## config.mk

```make
export PLATFORM = sky130hd
export DESIGN_NAME = serial_adder
export DESIGN_NICKNAME = d
export VERILOG_FILES = /design/src/rtl/serial_adder_pkg.sv /design/src/rtl/fa_bit_cell.sv /design/src/rtl/serial_adder.sv
export SDC_FILE = /design/constraint.sdc
export NUM_CORES = 1
export LEC_CHECK = 0
export CAP_MARGIN = 20
export CORE_ASPECT_RATIO = 1.75
export CORE_MARGIN = 5
export CORE_UTILIZATION = 50
export CTS_BUF_LIST = sky130_fd_sc_hd__clkbuf_4 sky130_fd_sc_hd__clkbuf_8
export CTS_CLUSTER_SIZE = 24
export DETAILED_ROUTE_END_ITERATION = 10
export PLACE_DENSITY = 0.79
export SYNTH_ARGS = -nofsm -noshare
export SYNTH_HDL_FRONTEND = slang
export SYNTH_SLANG_ARGS = --single-unit
```

## constraint.sdc

```tcl
create_clock -name clk -period 1.95 [get_ports clk]
set_clock_uncertainty 0.15 [all_clocks]
set_input_delay 0.39 -clock clk [delete_from_list [all_inputs] [get_ports clk]]
set_output_delay 0.39 -clock clk [all_outputs]
set_load 0.02 [all_outputs]
```

## src/rtl/serial_adder_pkg.sv

```systemverilog
// Shared types and constants for the bit-serial adder.
// Holds the FSM state encoding, the default operand width and the counter sizing helper.
package serial_adder_pkg;

   typedef enum logic [1:0] {
      ST_IDLE = 2'd0,
      ST_RUN  = 2'd1,
      ST_DONE = 2'd2
   } state_t;

   localparam int WIDTH_DEFAULT = 8;

   // Bit count needed to hold values 0..w
   function automatic int cnt_width(input int w);
      return $clog2(w + 1);
   endfunction

endpackage

```

## src/rtl/fa_bit_cell.sv

```systemverilog
// Combinational one-bit full adder cell.
module fa_bit_cell (
   input  logic a,
   input  logic b,
   input  logic ci,
   output logic s,
   output logic co
);

   assign s  = a ^ b ^ ci;
   assign co = (a & b) | (a & ci) | (b & ci);

endmodule

```

## src/rtl/serial_adder.sv

```systemverilog
// Bit-serial adder: one WIDTH-bit add of a + b + c_in, LSB first, one bit per clock,
// through a single fa_bit_cell instance.
module serial_adder
   import serial_adder_pkg::*;
#(
   parameter int WIDTH = WIDTH_DEFAULT
) (
   input  logic             clk,
   input  logic             rst,
   input  logic             start,
   input  logic [WIDTH-1:0] a,
   input  logic [WIDTH-1:0] b,
   input  logic             c_in,
   output logic             busy,
   output logic             done,
   output logic [WIDTH-1:0] sum,
   output logic             c_out
);

   localparam int CW = cnt_width(WIDTH);

   state_t           state_r;
   state_t           state_s;
   logic [WIDTH-1:0] a_sr_r;
   logic [WIDTH-1:0] b_sr_r;
   // The bit leaving the bottom of the sum shifter is always discarded, so only the upper bits are stored
   logic [WIDTH-1:1] s_sr_r;
   logic [WIDTH-1:0] s_next_s;
   logic             carry_r;
   logic [CW-1:0]    cnt_r;
   logic             fa_s_s;
   logic             fa_co_s;
   logic             accept_s;
   logic             last_s;

   fa_bit_cell u_fa (
      .a  (a_sr_r[0]),
      .b  (b_sr_r[0]),
      .ci (carry_r),
      .s  (fa_s_s),
      .co (fa_co_s)
   );

   assign accept_s = start && ((state_r == ST_IDLE) || (state_r == ST_DONE));
   assign last_s   = (cnt_r == CW'(WIDTH - 1));
   assign s_next_s = {fa_s_s, s_sr_r};
   assign busy     = (state_r == ST_RUN);
   assign done     = (state_r == ST_DONE);

   // Next-state decode
   always_comb begin
      state_s = state_r;
      case (state_r)
         ST_IDLE: begin
            if (start) state_s = ST_RUN;
            else       state_s = ST_IDLE;
         end
         ST_RUN: begin
            if (last_s) state_s = ST_DONE;
            else        state_s = ST_RUN;
         end
         ST_DONE: begin
            if (start) state_s = ST_RUN;
            else       state_s = ST_IDLE;
         end
         default: state_s = ST_IDLE;
      endcase
   end

   // State register
   always_ff @(posedge clk) begin
      if (rst) state_r <= ST_IDLE;
      else     state_r <= state_s;
   end

   // Operand shifters, carry flop, bit counter and result registers
   always_ff @(posedge clk) begin
      if (rst) begin
         a_sr_r  <= {WIDTH{1'b0}};
         b_sr_r  <= {WIDTH{1'b0}};
         s_sr_r  <= {(WIDTH-1){1'b0}};
         carry_r <= 1'b0;
         cnt_r   <= {CW{1'b0}};
         sum     <= {WIDTH{1'b0}};
         c_out   <= 1'b0;
      end else if (accept_s) begin
         a_sr_r  <= a;
         b_sr_r  <= b;
         carry_r <= c_in;
         cnt_r   <= {CW{1'b0}};
      end else if (state_r == ST_RUN) begin
         a_sr_r  <= {1'b0, a_sr_r[WIDTH-1:1]};
         b_sr_r  <= {1'b0, b_sr_r[WIDTH-1:1]};
         s_sr_r  <= s_next_s[WIDTH-1:1];
         carry_r <= fa_co_s;
         cnt_r   <= cnt_r + CW'(1);
         if (last_s) begin
            sum   <= s_next_s;
            c_out <= fa_co_s;
         end
      end
   end

endmodule
```

==> results.md, run 1 <==
* Yosys warnings at 0
* P per Cell Area at between 700 and 800 nW/um^2
* Dominant cell by count in the synthesized netlist: dfxtp_1
* Global-route wire length before repair at 5361 um
* Share of cells above drive strength 1 at 8.095%
* Initial antenna violation count at 0
* Hold WS at about 0.32 ns
* Worst Hold Class: reg -> reg
* Routed WL per cell at between 10 and 15 um
* Synth Cell Area at 1610 um^2
* Adder-cell share of the synthesized area at 2.020%
* Largest area contributor in the netlist: dfxtp_1
* H-tree depth at 2
* CTS tree: done
* Met3 usage at 4.745%
* Busiest grt layer: met2
* Crit path time final at 1.763 ns
* Reg2reg setup slack at approximately 0.37 ns
* Post-route design area at about 2100 um^2
* Drt first pass iters at 4
* Crit path cell chain: clkdlybuf4s50_1
* R2r endpoint: cnt_r[3]
* CP Capture Type: output port
* Largest net degree at the start of global routing at slightly below 50
* Buf+Inv Stages, Crit Path at 1
* Sequential-to-total area share from yosys stat at roughly half
* Fmax achieved at 567.2 MHz
* Worst-path fanout max at 2
* Core Footprint at 3142 um^2
* CTS sink count at 39
* 1st-iter DRT viols at 22
* Worst r2r src: state_r[0]
* Synth Net Count at 202
* Num CTS Buffers at 5
* Synthesized area per cell at 8.946 um^2
* Compound-gate portion of the synthesized area at between 10% and 20%
* Die height at 85.08 um
* Slowest-stage cell, CP: clkdlybuf4s50_1
* Largest family of logic cells by synthesized area: simple AND/OR/NAND/NOR gates
* Reg area at a little under 800 um^2
* Met1 GRT Util at 15.32%
* Gr usage total at 15.48%
* Period Utilization, post-route at 90.41%
* Peak VDD IR at 711.3 uV
* Max-slew violation count at 0
* Number of synthesized register bits at 39
* Netlist cell types at 25
* Relative slew margins at 77.36%
* Worst Max-Slew Pin Slew at approximately 0.34 ns
* GR Layer Usage met2 at 28.05%
* Worst reg2reg path depth at 4
* Crit path from: sum[1]
* Worst-Skew Late Latency at 0.29 ns
* Synth top area share at 48.48%
* Count of final setup violators at 0
* Die area at between 4000 and 5000 um^2
* Critical path's largest stage delay at 0.61 ns
* Fill count at 264
* Vias post-DR at 1369
* CTS Hold Bufs at 0
* Final ANT Viol Nets at 0
* WP depth at 1
* DRT Wirelength at roughly 3300 um
* Multi-input gate area at 758.2 um^2
* Initial Utilization at about half
* Gr ovfl total at 0
* I/O pins at 31
* Max cap viols at 0
* Placed cell area at slightly below 2000 um^2
* Post-DP HPWL at 2374 um
* DRC Markers at 0
* Diode count at 0
* Xor/xnor share of the synthesized area at 1.088%
* RSZ-0062 raised after global routing: false
* Final Hold Fails at 0
* Pwr Total at roughly 1.6 mW
* TNS Setup at 0 ns
* Worst path required time at 1.41 ns
* Post-synthesis simple-gate area fraction at 25.33%
* Setup bufs post-CTS at 0
* Routed vias/inst at 5.411
* CP Capture Point: sum[1]
* Number of port buffers at 30
* Mux contribution to synthesized area at 6.838%
* Worst endpoint data arrival time at approximately 1.2 ns
* Most frequent cells after synthesis: 39 x dfxtp_1, 27 x nand2_1, 20 x nand2b_1
* Row cnt at 27
* Setup CP Type: reg -> out
* Top Family by Delay on Critical Path: buffers and inverters
* GP Congestion at 0.7214
* CTS root buf: clkbuf_8
* Outcome: finished clean
* Synth top area cells: dfxtp_1 48%, nand2b_1 7.8%, mux2i_1 6.8%, nand2_1 6.3%, nor3_1 5.3%
* Die Wd at 52.90 um
* Cell Count Post-Placement at about 250
* Number of synthesized flops with an enable pin at 0
* Primary FF master, synth: dfxtp_1
* Async SR Flop Fraction at 0%
* Max clock buf depth at 2
* CP startpoint kind: register
* Leakage at 0.7091 nW
* Clock transition at path regs at 0.07 ns
* Non-filler cells, final at between 200 and 300
* Mapped Cells at 180
* Vias in the first global route at approximately 1300
* Area growth, synth to finish at 27.51%
* Final net count at 231
-- flip-flops by register name, summed over array words and instances (netlist names) --
| signal | flops |
|---|---|
| c_out | 1 |
| state_r | 2 |
| cnt_r | 4 |
| b_sr_r | 8 |
| sum | 8 |
| carry_r | 1 |
| a_sr_r | 8 |
| s_sr_r | 7 |
-- power by group --
group          switching, mW  internal, mW
sequential            0.0226         0.834
combinational          0.104         0.103
clock                  0.269         0.264
-- layout make-up --
class / instances / area share [%]
inverter: 1 / 0.1828
tap: 43 / 2.620
sequential: 39 / 38.03
multi-input combinational: 126 / 36.93
clock inverter: 2 / 0.6094
clock buffer: 6 / 3.717
timing repair buffer: 36 / 17.92
-- through the flow --
stage	setup WS (ns)	util (%)
2_1_floorplan	0.5794	-
3_3_place_gp	0.2239	62.60
3_5_place_dp	0.1868	62.60
4_1_cts	0.1625	65.35
5_1_grt	0.1254	65.35
6_report	0.1870	65.35
-- metal layers --
metal  vias to the layer above  routed length (um)
met3                         9                 195
met1                       642                1231
met5                         -                   0
met4                         0                  78
li1                        675                   -
met2                        43                1751
-- kinds of logic after synthesis --
family	count (synthesis)
mux	11
compound gates	29
fa+ha+maj	2
flops	39
simple gates	82
buf+inv	15
xor+xnor	2
-- cell usage in the layout (no fill, tap or decap), drive strengths merged, types with 2 or more instances in the layout --
cell           count
dlygate4sd2        2
nand3              5
nand2b            20
clkdlybuf4s50     28
o22ai              6
mux2i             11
dfxtp             39
a22oi              3
nand2             27
nor2b              2
a311oi             6
clkbuf             6
a21oi             12
nor3              17
nand3b             2
buf                6
nor2               8
-- what timing repair did --
item,4_1_cts,5_1_grt
hold endpoints to repair,0,0
setup endpoints to repair,2,0
resized for setup,2,0
-- how the worst min path moves through the flow --
stage                            to  cells after the start       from
after floorplan           s_sr_r[1]                      2  s_sr_r[1]
after global placement    s_sr_r[1]                      2  s_sr_r[1]
after detailed placement  s_sr_r[1]                      2  s_sr_r[1]
after CTS                 s_sr_r[1]                      2  s_sr_r[1]
after global routing         sum[2]                      2     sum[2]
final                     s_sr_r[1]                      2  s_sr_r[1]
Power figures use the tool's default switching activity.
==> inputs of run 2 (changes only) <==
==> constraint.sdc (replaced) <==
create_clock -name clk -period 1.7 [get_ports clk]
set_clock_uncertainty 0.15 [all_clocks]
set_input_delay 0.34 -clock clk [delete_from_list [all_inputs] [get_ports clk]]
set_output_delay 0.34 -clock clk [all_outputs]
set_load 0.02 [all_outputs]
==> run 2 against run 1 <==
  * Highest routed layer unchanged
  * Non-clock buffer count stayed put
  * Global-route usage is 0.16 points higher
  * Register-to-register slack worse by 0.25 ns
  * Total power is 24% higher
==> results.md, run 2 (synthesis gave the netlist of run 1 again) <==
* Peak VDD IR at 630.1 uV (was 711.3 uV)
* Worst-Skew Late Latency at 0.29 ns (about the same)
* Routed WL per cell at 12.74 um (was 12.87 um)
* Post-route worst setup slack at 0.07903 ns (was 0.1870 ns)
* Cell Count Post-Placement at 245 (unchanged)
* Max clock buf depth at 2 (unchanged)
* Final net count at 231 (unchanged)
* CP Capture Type: output port (unchanged)
* Die Wd at 52.90 um (unchanged)
* DRT Wirelength at 3223 um (was 3257 um)
* Share of cells above drive strength 1 at 8.571% (was 8.095%)
* Row cnt at 27 (unchanged)
* Vias in the first global route at 1291 (was 1315)
* Worst Hold Class: reg -> reg (unchanged)
* Worst Max-Slew Pin Slew at 0.3414 ns (was 0.3389 ns)
* Combinational Power Share at 11.9% (was 13.0%)
* HP Start: s_sr_r[1] (unchanged)
* DRC Markers at 0 (unchanged)
* Diode count at 0 (unchanged)
* Gr ovfl total at 0 (unchanged)
* Setup bufs post-CTS at 0 (unchanged)
* Worst path required time at 1.21 ns (was 1.41 ns)
* P per Cell Area at 954.0 nW/um^2 (was 777.4 nW/um^2)
* Initial Utilization at 51.25% (unchanged)
* Period Utilization, post-route at 95.35%
* H-tree depth at 2 (unchanged)
* RSZ-0062 raised after global routing: false (unchanged)
* GP Congestion at 0.7257 (was 0.7214)
* Relative slew margins at 77.19% (was 77.36%)
* Worst r2r src: state_r[1] (was state_r[0])
* Outcome: finished clean (unchanged)
* Post-route design area at 2069 um^2 (was 2053 um^2)
* Routed vias/inst at 5.316 (was 5.411)
* Most frequent cells in the layout: 38 x dfxtp_1, 27 x nand2_1, 20 x nand2b_1 (was 39 x dfxtp_1, 28 x clkdlybuf4s50_1, 27 x nand2_1)
* Commonest non-fill, non-tap cell in the layout: dfxtp_1 (unchanged)
* Net switching power at 0.4628 mW (was 0.3956 mW)
* Count of final setup violators at 0 (unchanged)
* Worst-path fanout max at 3 (was 2)
* Clock network fraction of design power at 38.3% (was 33.4%)
* Area growth, synth to finish at 28.52% (was 27.51%)
* Global-route wire length before repair at 5368 um (was 5361 um)
* Non-filler cells, final at 253 (unchanged)
* Crit path from: state_r[1] (was sum[1])
* Drt first pass iters at 4 (unchanged)
* Die area at 4500 um^2 (unchanged)
* Max cap viols at 0 (unchanged)
* Placed cell area at 1967 um^2 (unchanged)
* CTS tree: done (unchanged)
* Pre-CTS setup slack at -0.01803 ns (was 0.1868 ns)
* Largest net degree at the start of global routing at 49 (unchanged)
* Num CTS Buffers at 5 (unchanged)
* Fill count at 274 (was 264)
* Die height at 85.08 um (unchanged)
* Clock transition at path regs at 0.08 ns (was 0.07 ns)
* CTS root buf: clkbuf_8 (unchanged)
* Final ANT Viol Nets at 0 (unchanged)
* Gr usage total at 15.64% (was 15.48%)
* Top Registers: a_sr_r (8), b_sr_r (8), sum (8) (unchanged)
* CTS sink count at 39 (unchanged)
* Sw Ratio at 23.44% (was 24.78%)
* 1st-iter DRT viols at 24 (was 22)
* Max-slew violation count at 0 (unchanged)
* Setup CP Type: reg -> out (unchanged)
* Pwr Total at 1.974 mW (was 1.596 mW)
* Leakage at 0.7609 nW (was 0.7091 nW)
* Vias post-DR at 1345 (was 1369)
* I/O pins at 31 (unchanged)
* Post-DP HPWL at 2284 um (was 2374 um)
* Crit path time final at roughly 1.6 ns
* Sequential group share of total power at 49.8% (was 53.6%)
* Core Footprint at 3142 um^2 (unchanged)
* Number of port buffers at 30 (unchanged)
* CP startpoint kind: register (unchanged)
* Initial antenna violation count at 0 (unchanged)
* Worst endpoint data arrival time at 1.13 ns (was 1.22 ns)
* Fmax achieved at 616.9 MHz
* Int Pwr at 1.512 mW (was 1.201 mW)
* Final Hold Fails at 0 (unchanged)
-- run 2: cell type report --
cell class / count / area, um^2 / share of cell area, %
Clock buffer: 5 / 68.82 / 3.325
Clock inverter: 3 / 43.79 / 2.116
Inverter: 1 / 3.754 / 0.1814
Multi-Input combinational cell: 126 / 758.2 / 36.64
Sequential cell: 39 / 782.0 / 37.79
Tap cell: 43 / 53.80 / 2.600
Timing Repair Buffer: 36 / 359.1 / 17.35
-- run 2: final timing paths --
path,to,slack (ns),cells past startpoint
worst min-delay path,s_sr_r[1],0.32,2
worst max-delay path,busy,0.08,3
worst max register to register,cnt_r[3],0.12,4
worst min register to register,s_sr_r[1],0.32,2
-- run 2: repair_timing --
item / in CTS / in global routing
hold buffers: 0 / 0
setup endpoints to repair: 11 / 3
gates resized for setup: 11 / 3
-- run 2: per-stage QoR --
stage / hold slack, ns / setup TNS (ns) / util (%)
6_report: 0.3167 / 0 / 65.87
5_1_grt: 0.3233 / 0 / 65.87
3_5_place_dp: 0.3010 / -0.01803 / 62.60
4_1_cts: 0.3114 / 0 / 65.75
2_1_floorplan: 0.2868 / 0 / -
3_3_place_gp: 0.2991 / 0 / 62.60
-- run 2: metal layers --
metal | up-vias | GRT usage [%] | routed length, um
li1 | 673 | - | -
met1 | 632 | 15.93 | 1230
met3 | 6 | 4.745 | 169
met2 | 34 | 28.62 | 1769
met4 | 0 | 5.581 | 54
met5 | - | 0 | 0
-- run 2: critical path: stages, from the launching register on --
cell and delay [ns]:
dfxtp_1 0.32, nand2b_1 0.16, inv_2 0.06, clkdlybuf4s15_1 0.29
-- run 2: power groups by stage --
stage          Combinational [mW]  Sequential (mW)  Clock [mW]
2_1_floorplan               0.151            0.997           0
3_3_place_gp                0.232             1.00           0
3_5_place_dp                0.237             1.00           0
4_1_cts                     0.236            0.982       0.780
5_1_grt                     0.259            0.988       0.815
6_report                    0.235            0.982       0.757
